<file path="config.mk">
export PLATFORM = sky130hd
export DESIGN_NAME = conv_weight_bank_flat
export DESIGN_NICKNAME = d
export VERILOG_FILES = /design/src/rtl/conv_weight_bank_if.sv /design/src/rtl/conv_weight_bank.sv /design/src/flat_wrapper.sv
export SDC_FILE = /design/constraint.sdc
export NUM_CORES = 1
export LEC_CHECK = 0
export ABC_AREA = 1
export CELL_PAD_IN_SITES_DETAIL_PLACEMENT = 1
export CELL_PAD_IN_SITES_GLOBAL_PLACEMENT = 1
export CORE_MARGIN = 2
export CORE_UTILIZATION = 50
export DETAILED_ROUTE_END_ITERATION = 8
export PLACE_DENSITY = 0.81
export SLEW_MARGIN = 20
export SYNTH_ARGS = -nofsm -noshare
export SYNTH_HDL_FRONTEND = slang
export SYNTH_SLANG_ARGS = --single-unit
</file>
<file path="constraint.sdc">
create_clock -name clk -period 3.2 [get_ports clk]
set_input_delay 0.64 -clock clk [delete_from_list [all_inputs] [get_ports clk]]
set_output_delay 0.64 -clock clk [all_outputs]
set_load 0.02 [all_outputs]
</file>
<file path="src/rtl/conv_weight_bank_if.sv">
// conv_weight_bank_if
//   Bundles the weight-stream, swap, read and status signals of the
//   double-buffered kernel weight bank.
//   master : weight source / conv datapath side (drives in_*, swap, rd_*, clear)
//   slave  : the weight bank itself
//   Signals:
//     clear        synchronous soft clear (both banks invalid, load aborted)
//     in_valid/in_ready/in_data   serial weight stream into the shadow bank
//     load_done    1-cycle pulse when the last weight of a set is accepted
//     shadow_full  shadow bank holds a complete set
//     swap         request to make the shadow set active
//     act_valid    active bank holds a valid set
//     rd_en/rd_ch  read request for one channel kernel
//     weights_out/out_valid/out_ch  registered read result
//     err          1-cycle pulse on a rejected swap or read
interface conv_weight_bank_if #(
    parameter int DATA_WIDTH = 8,
    parameter int KERNEL     = 3,
    parameter int NUM_CH     = 4
);
    localparam int KK   = KERNEL * KERNEL;
    localparam int CH_W = (NUM_CH > 1) ? $clog2(NUM_CH) : 1;

    logic                     clear;
    logic                     in_valid;
    logic                     in_ready;
    logic [DATA_WIDTH-1:0]    in_data;
    logic                     load_done;
    logic                     shadow_full;
    logic                     swap;
    logic                     act_valid;
    logic                     rd_en;
    logic [CH_W-1:0]          rd_ch;
    logic [KK*DATA_WIDTH-1:0] weights_out;
    logic                     out_valid;
    logic [CH_W-1:0]          out_ch;
    logic                     err;

    modport master (
        output clear, in_valid, in_data, swap, rd_en, rd_ch,
        input  in_ready, load_done, shadow_full, act_valid,
               weights_out, out_valid, out_ch, err
    );

    modport slave (
        input  clear, in_valid, in_data, swap, rd_en, rd_ch,
        output in_ready, load_done, shadow_full, act_valid,
               weights_out, out_valid, out_ch, err
    );
endinterface

</file>
<file path="src/rtl/conv_weight_bank.sv">
// conv_weight_bank
//   Ping-pong kernel weight store. A full set of NUM_CH x KERNEL x KERNEL
//   weights is streamed serially into the shadow bank while the conv
//   datapath reads whole per-channel kernels from the active bank. A swap
//   makes the freshly loaded set active without a reload stall.
//   Ports:
//     clk  rising-edge clock
//     rst  asynchronous, active-high reset
//     bus  conv_weight_bank_if.slave (stream in, swap, read, status)
//   Storage: each channel kernel is one KK*DATA_WIDTH word so a whole
//   kernel is read in one cycle; the serial write path drops each weight
//   into its lane of the word (per-lane write enable).
module conv_weight_bank #(
    parameter int DATA_WIDTH = 8,
    parameter int KERNEL     = 3,
    parameter int NUM_CH     = 4
) (
    input  logic              clk,
    input  logic              rst,
    conv_weight_bank_if.slave bus
);
    localparam int KK     = KERNEL * KERNEL;
    localparam int CH_W   = (NUM_CH > 1) ? $clog2(NUM_CH) : 1;
    localparam int POS_W  = (KK > 1) ? $clog2(KK) : 1;
    localparam int WORD_W = KK * DATA_WIDTH;

    localparam logic [CH_W-1:0]  LAST_CH  = CH_W'(NUM_CH - 1);
    localparam logic [POS_W-1:0] LAST_POS = POS_W'(KK - 1);
    localparam logic [CH_W:0]    NUM_CH_L = (CH_W + 1)'(NUM_CH);

    // Two banks of NUM_CH kernel words; not reset.
    logic [WORD_W-1:0] mem [2][NUM_CH];

    logic              act_sel;
    logic              act_valid;
    logic              shadow_full;
    // Write address split as (channel, position in kernel); together they
    // form the linear weight counter 0..TOTAL-1.
    logic [CH_W-1:0]   wr_ch;
    logic [POS_W-1:0]  wr_pos;

    logic              load_done_q;
    logic              err_q;
    logic              out_valid_q;
    logic [CH_W-1:0]   out_ch_q;
    logic [WORD_W-1:0] weights_q;

    logic              wr_fire;
    logic              wr_last;
    logic              rd_ok;
    logic              rd_bad;
    logic              swap_ok;
    logic              swap_bad;

    always_comb begin
        wr_fire  = bus.in_valid && !shadow_full && !bus.clear;
        wr_last  = (wr_ch == LAST_CH) && (wr_pos == LAST_POS);
        rd_ok    = bus.rd_en && act_valid && ({1'b0, bus.rd_ch} < NUM_CH_L);
        rd_bad   = bus.rd_en && !rd_ok;
        swap_ok  = bus.swap && shadow_full;
        swap_bad = bus.swap && !shadow_full;
    end

    // Shadow bank is the one not selected for reading.
    always_ff @(posedge clk) begin
        if (wr_fire) begin
            mem[!act_sel][wr_ch][int'(wr_pos)*DATA_WIDTH +: DATA_WIDTH] <= bus.in_data;
        end
    end

    always_ff @(posedge clk or posedge rst) begin
        if (rst) begin
            act_sel     <= 1'b0;
            act_valid   <= 1'b0;
            shadow_full <= 1'b0;
            wr_ch       <= '0;
            wr_pos      <= '0;
            load_done_q <= 1'b0;
            err_q       <= 1'b0;
            out_valid_q <= 1'b0;
            out_ch_q    <= '0;
            weights_q   <= '0;
        end else begin
            load_done_q <= 1'b0;
            err_q       <= 1'b0;
            out_valid_q <= 1'b0;
            if (bus.clear) begin
                act_valid   <= 1'b0;
                shadow_full <= 1'b0;
                wr_ch       <= '0;
                wr_pos      <= '0;
            end else begin
                // Read samples act_sel before any swap in this edge takes effect.
                if (rd_ok) begin
                    weights_q   <= mem[act_sel][bus.rd_ch];
                    out_ch_q    <= bus.rd_ch;
                    out_valid_q <= 1'b1;
                end
                if (swap_ok) begin
                    act_sel     <= !act_sel;
                    act_valid   <= 1'b1;
                    shadow_full <= 1'b0;
                end
                err_q <= rd_bad || swap_bad;
                // A write can only fire while the shadow is not full, so it
                // never coincides with an accepted swap.
                if (wr_fire) begin
                    if (wr_last) begin
                        wr_ch       <= '0;
                        wr_pos      <= '0;
                        shadow_full <= 1'b1;
                        load_done_q <= 1'b1;
                    end else if (wr_pos == LAST_POS) begin
                        wr_pos <= '0;
                        wr_ch  <= wr_ch + 1'b1;
                    end else begin
                        wr_pos <= wr_pos + 1'b1;
                    end
                end
            end
        end
    end

    always_comb begin
        bus.in_ready    = !shadow_full;
        bus.load_done   = load_done_q;
        bus.shadow_full = shadow_full;
        bus.act_valid   = act_valid;
        bus.weights_out = weights_q;
        bus.out_valid   = out_valid_q;
        bus.out_ch      = out_ch_q;
        bus.err         = err_q;
    end
endmodule

</file>
<file path="src/flat_wrapper.sv">
// flat-port wrapper written by rule: the top's interface ports become plain ports
module conv_weight_bank_flat 
#(
    parameter int DATA_WIDTH = 8,
    parameter int KERNEL     = 3,
    parameter int NUM_CH     = 4
)
  (clk, rst, bus_clear, bus_in_valid, bus_in_data, bus_swap, bus_rd_en, bus_rd_ch, bus_in_ready, bus_load_done, bus_shadow_full, bus_act_valid, bus_weights_out, bus_out_valid, bus_out_ch, bus_err);
  conv_weight_bank_if #(.DATA_WIDTH(DATA_WIDTH), .KERNEL(KERNEL), .NUM_CH(NUM_CH)) bus_i ();
  input  logic clk;
  input  logic rst;
  input wire logic [$bits(bus_i.clear)-1:0] bus_clear;
  input wire logic [$bits(bus_i.in_valid)-1:0] bus_in_valid;
  input wire logic [$bits(bus_i.in_data)-1:0] bus_in_data;
  input wire logic [$bits(bus_i.swap)-1:0] bus_swap;
  input wire logic [$bits(bus_i.rd_en)-1:0] bus_rd_en;
  input wire logic [$bits(bus_i.rd_ch)-1:0] bus_rd_ch;
  output wire logic [$bits(bus_i.in_ready)-1:0] bus_in_ready;
  output wire logic [$bits(bus_i.load_done)-1:0] bus_load_done;
  output wire logic [$bits(bus_i.shadow_full)-1:0] bus_shadow_full;
  output wire logic [$bits(bus_i.act_valid)-1:0] bus_act_valid;
  output wire logic [$bits(bus_i.weights_out)-1:0] bus_weights_out;
  output wire logic [$bits(bus_i.out_valid)-1:0] bus_out_valid;
  output wire logic [$bits(bus_i.out_ch)-1:0] bus_out_ch;
  output wire logic [$bits(bus_i.err)-1:0] bus_err;
  assign bus_i.clear = bus_clear;
  assign bus_i.in_valid = bus_in_valid;
  assign bus_i.in_data = bus_in_data;
  assign bus_i.swap = bus_swap;
  assign bus_i.rd_en = bus_rd_en;
  assign bus_i.rd_ch = bus_rd_ch;
  assign bus_in_ready = bus_i.in_ready;
  assign bus_load_done = bus_i.load_done;
  assign bus_shadow_full = bus_i.shadow_full;
  assign bus_act_valid = bus_i.act_valid;
  assign bus_weights_out = bus_i.weights_out;
  assign bus_out_valid = bus_i.out_valid;
  assign bus_out_ch = bus_i.out_ch;
  assign bus_err = bus_i.err;
  conv_weight_bank #(.DATA_WIDTH(DATA_WIDTH), .KERNEL(KERNEL), .NUM_CH(NUM_CH)) u_core (.clk(clk), .rst(rst), .bus(bus_i));
endmodule
</file>
==> metrics.md <==
| Metric | Value |
|---|---|
| Status | complete, no violations |
| Initial antenna violation count | 3 |
| Footprint of the multi-input gates | 0.00597 mm2 |
| Leak | 0.0115 uW |
| Max Buffers Root-to-Sink | 3 |
| Total clock sinks | 662 |
| Post-route clock period utilization | 95.7% |
| Sequential area share after synthesis | 73.2% |
| Power Density | 613 mW/mm2 |
| Clk Latency, worst-skew pair | 620 ps |
| Post-CTS setup buffers | 0 |
| GRT overflow | 0 |
| Hold EP | u_core.bus.weights_out[39] |
| Dominant cell type by area after synthesis | edfxtp_1 |
| Worst Setup Path Type | reg2reg |
| FP Rows | 84 |
| Vias in the first global route | 20100 |
| Mapped Cells | 2179 |
| Die Ht | 235 um |
| Final ANT Viol Nets | 0 |
| Global-route wire length before repair | 122000 um |
| Commonest non-fill, non-tap cell in the layout | edfxtp_1 |
| Hold Crit Start | bus_rd_ch[0] |
| Slew @ Worst Pin | 1030 ps |
| Total GRT Usage | 29.6% |
| Largest net degree at the start of global routing | 163 |
| Synth top area share | 65.1% |
| H-tree depth | 3 |
| R2r startpoint | u_core.wr_pos[1] |
| Nature of the critical path endpoint | flip-flop |
| Cell variety after synth | 31 |
| PostCTS Resize Cnt | 0 |
| Fin crit period | 3060 ps |
| Slew margin rel. | 31.0% |
| Slew Viols, Final | 0 |
| Worst Setup Slack, final | 136 ps |
| Cts bufs inserted | 69 |
| Max-cap violations | 0 |
| Routed WL | 79200 um |
| RSZ-0062 raised after global routing | false |
| Syn Nets | 2204 |
| CTS tree | done |
| # hold bufs at CTS | 0 |
| Hold path cells | 4 |
| Sequential cell area | 0.0195 mm2 |
| Final Hold Violating Endpoints | 0 |
| Avg WL per Cell | 25.7 um |
| Via Count | 18400 |
| Dpl ws | 502 ps |
| Post-DP Area | 0.0287 mm2 |
| Initial core utilization | 50.6% |
| Die width | 235 um |
| Iteration count of the initial detailed-routing pass | 5 |
| Worst reg2reg setup slack | 140 ps |
| Final setup vio count | 0 |
| Die area | 0.0550 mm2 |
| DR DRC count | 0 |
| Routed vias/inst | 5.97 |
| Ranking of synthesized cells by area | edfxtp_1 65%, dfrtp_1 8.1%, nand2_1 4.7%, nand3_1 4.3%, o21ai_0 4.2% |
| Boundary Pins | 96 |
| Fmax | 0.326 GHz |
| Share of layout cells above drive strength 1 | 11.3% |
| Iter 0 DRT Violations | 2025 |
| Area grow syn2layout | 17.0% |
| Yosys reg bits | 662 |
| WP data required | 3520 ps |
| Reg clk slew, reported paths | 60 ps |
| Nets | 2366 |
| Critical path startpoint category | flip-flop |
| Worst-case reg-to-reg path depth | 6 |
| Dpl hpwl | 48300 um |
| Hold WS | 467 ps |
| CTS root buffer | clkbuf_16 |
| Worst Path Arrival | 3390 ps |
| Synthesized area | 0.0266 mm2 |
| Ys Warns | 0 |
| Fill cell count | 5265 |
| Area of the core | 0.0526 mm2 |
| CP max FO | 13 |
| Final TNS setup | 0 ps |
| Final instance area | 0.0311 mm2 |
| Critical R2R Capture | u_core.mem[1][91] |
| Gpl congestion | 0.888 |
| Pwr Total | 19100 uW |
| Syn avg cell area | 12.2 um2 |
| Most frequent cells in the layout | 576 x edfxtp_1, 330 x nand2_1, 247 x nor2_1 |
| Worst hold path type | in2reg |
| Buffers on Ports | 95 |
| N_diodes | 0 |
| Worst Skew | 21.0 ps |
| Worst vdd ir | 0.000435 V |
==> final cells by class <==
type / count / area share [%]
clock inverters: 35 / 1.34
flip-flops and latches: 662 / 62.5
clock buffers: 92 / 6.26
well taps: 688 / 2.77
inverters: 98 / 1.21
multi-input cells: 1281 / 19.2
repair buffers: 229 / 6.70
==> stage by stage <==
stage               util (%)  instances
floorplan                  -       2179
global placement        54.7       2958
detailed placement      54.7       2958
CTS                     59.2       3085
global route            59.2       3085
finish                  59.2       3085
==> synth_stat cells <==
master,n
clkinv_1,1
edfxtp_1,576
nor2_4,2
o21ai_0,223
inv_2,6
o22ai_1,74
nor3_2,6
nand3_1,231
nand3_4,1
inv_1,91
xor2_1,2
nand2_2,1
clkbuf_2,3
nor4_1,4
buf_4,10
buf_6,25
nor2_1,247
nand4_1,6
ha_1,9
nor2_2,2
buf_1,10
o21ai_1,9
dfrtp_1,86
a21oi_1,69
o32ai_1,1
clkbuf_1,46
nand3_2,1
nor3_1,59
nand2_4,4
nand2_1,330
buf_2,44
==> worst max-delay path: stages (launching register included) <==
cell and delay (ps):
dfrtp_1 440, inv_1 120, ha_1 450, inv_1 330, nor2_1 590, nand3_1 260, nor2_1 560
==> how the worst max path moves through the flow <==
stage	depth (start not counted)	start	slack [ps]	to
3_5_place_dp	6	u_core.wr_pos[1]	500	u_core.mem[0][234]
2_1_floorplan	1	rst	340	u_core.act_sel
4_1_cts	6	u_core.wr_pos[1]	290	u_core.mem[0][162]
6_report	6	u_core.wr_pos[1]	140	u_core.mem[1][91]
5_1_grt	6	u_core.wr_pos[1]	60	u_core.mem[0][270]
3_3_place_gp	6	u_core.wr_pos[1]	630	u_core.mem[1][234]
==> logic make-up after synthesis <==
logic type / Yosys count / synth area share [%]
AOI/OAI and AO/OA: 376 / 7.44
xor gates and xnor gates: 2 / 0.0659
adders and majority gates: 9 / 0.424
buffers and inverters: 236 / 4.40
DFF: 662 / 73.2
and+or+nand+nor: 894 / 14.5
==> power by group <==
part | internal, uW | switching (uW)
combinational | 369 | 779
sequential | 9390 | 69.8
clock | 5030 | 3410
total | 14800 | 4260
==> state kept, by name, summed over array words and instances (netlist names) <==
| register | cells |
|---|---|
| u_core.mem | 576 |
| u_core.act_sel | 1 |
| u_core.bus.act_valid | 1 |
| u_core.bus.shadow_full | 1 |
| u_core.wr_pos | 4 |
| u_core.wr_ch | 2 |
| u_core.bus.err | 1 |
| u_core.bus.out_ch | 2 |
| u_core.bus.weights_out | 72 |
| u_core.bus.out_valid | 1 |
| u_core.bus.load_done | 1 |
==> routing by layer <==
layer	track usage (%)	share of wire [%]
met3	5.28	6.6
met5	0	0.048
met4	12.3	3.6
met1	36.6	38
met2	51.4	51
(Power assumes the default switching activity.)
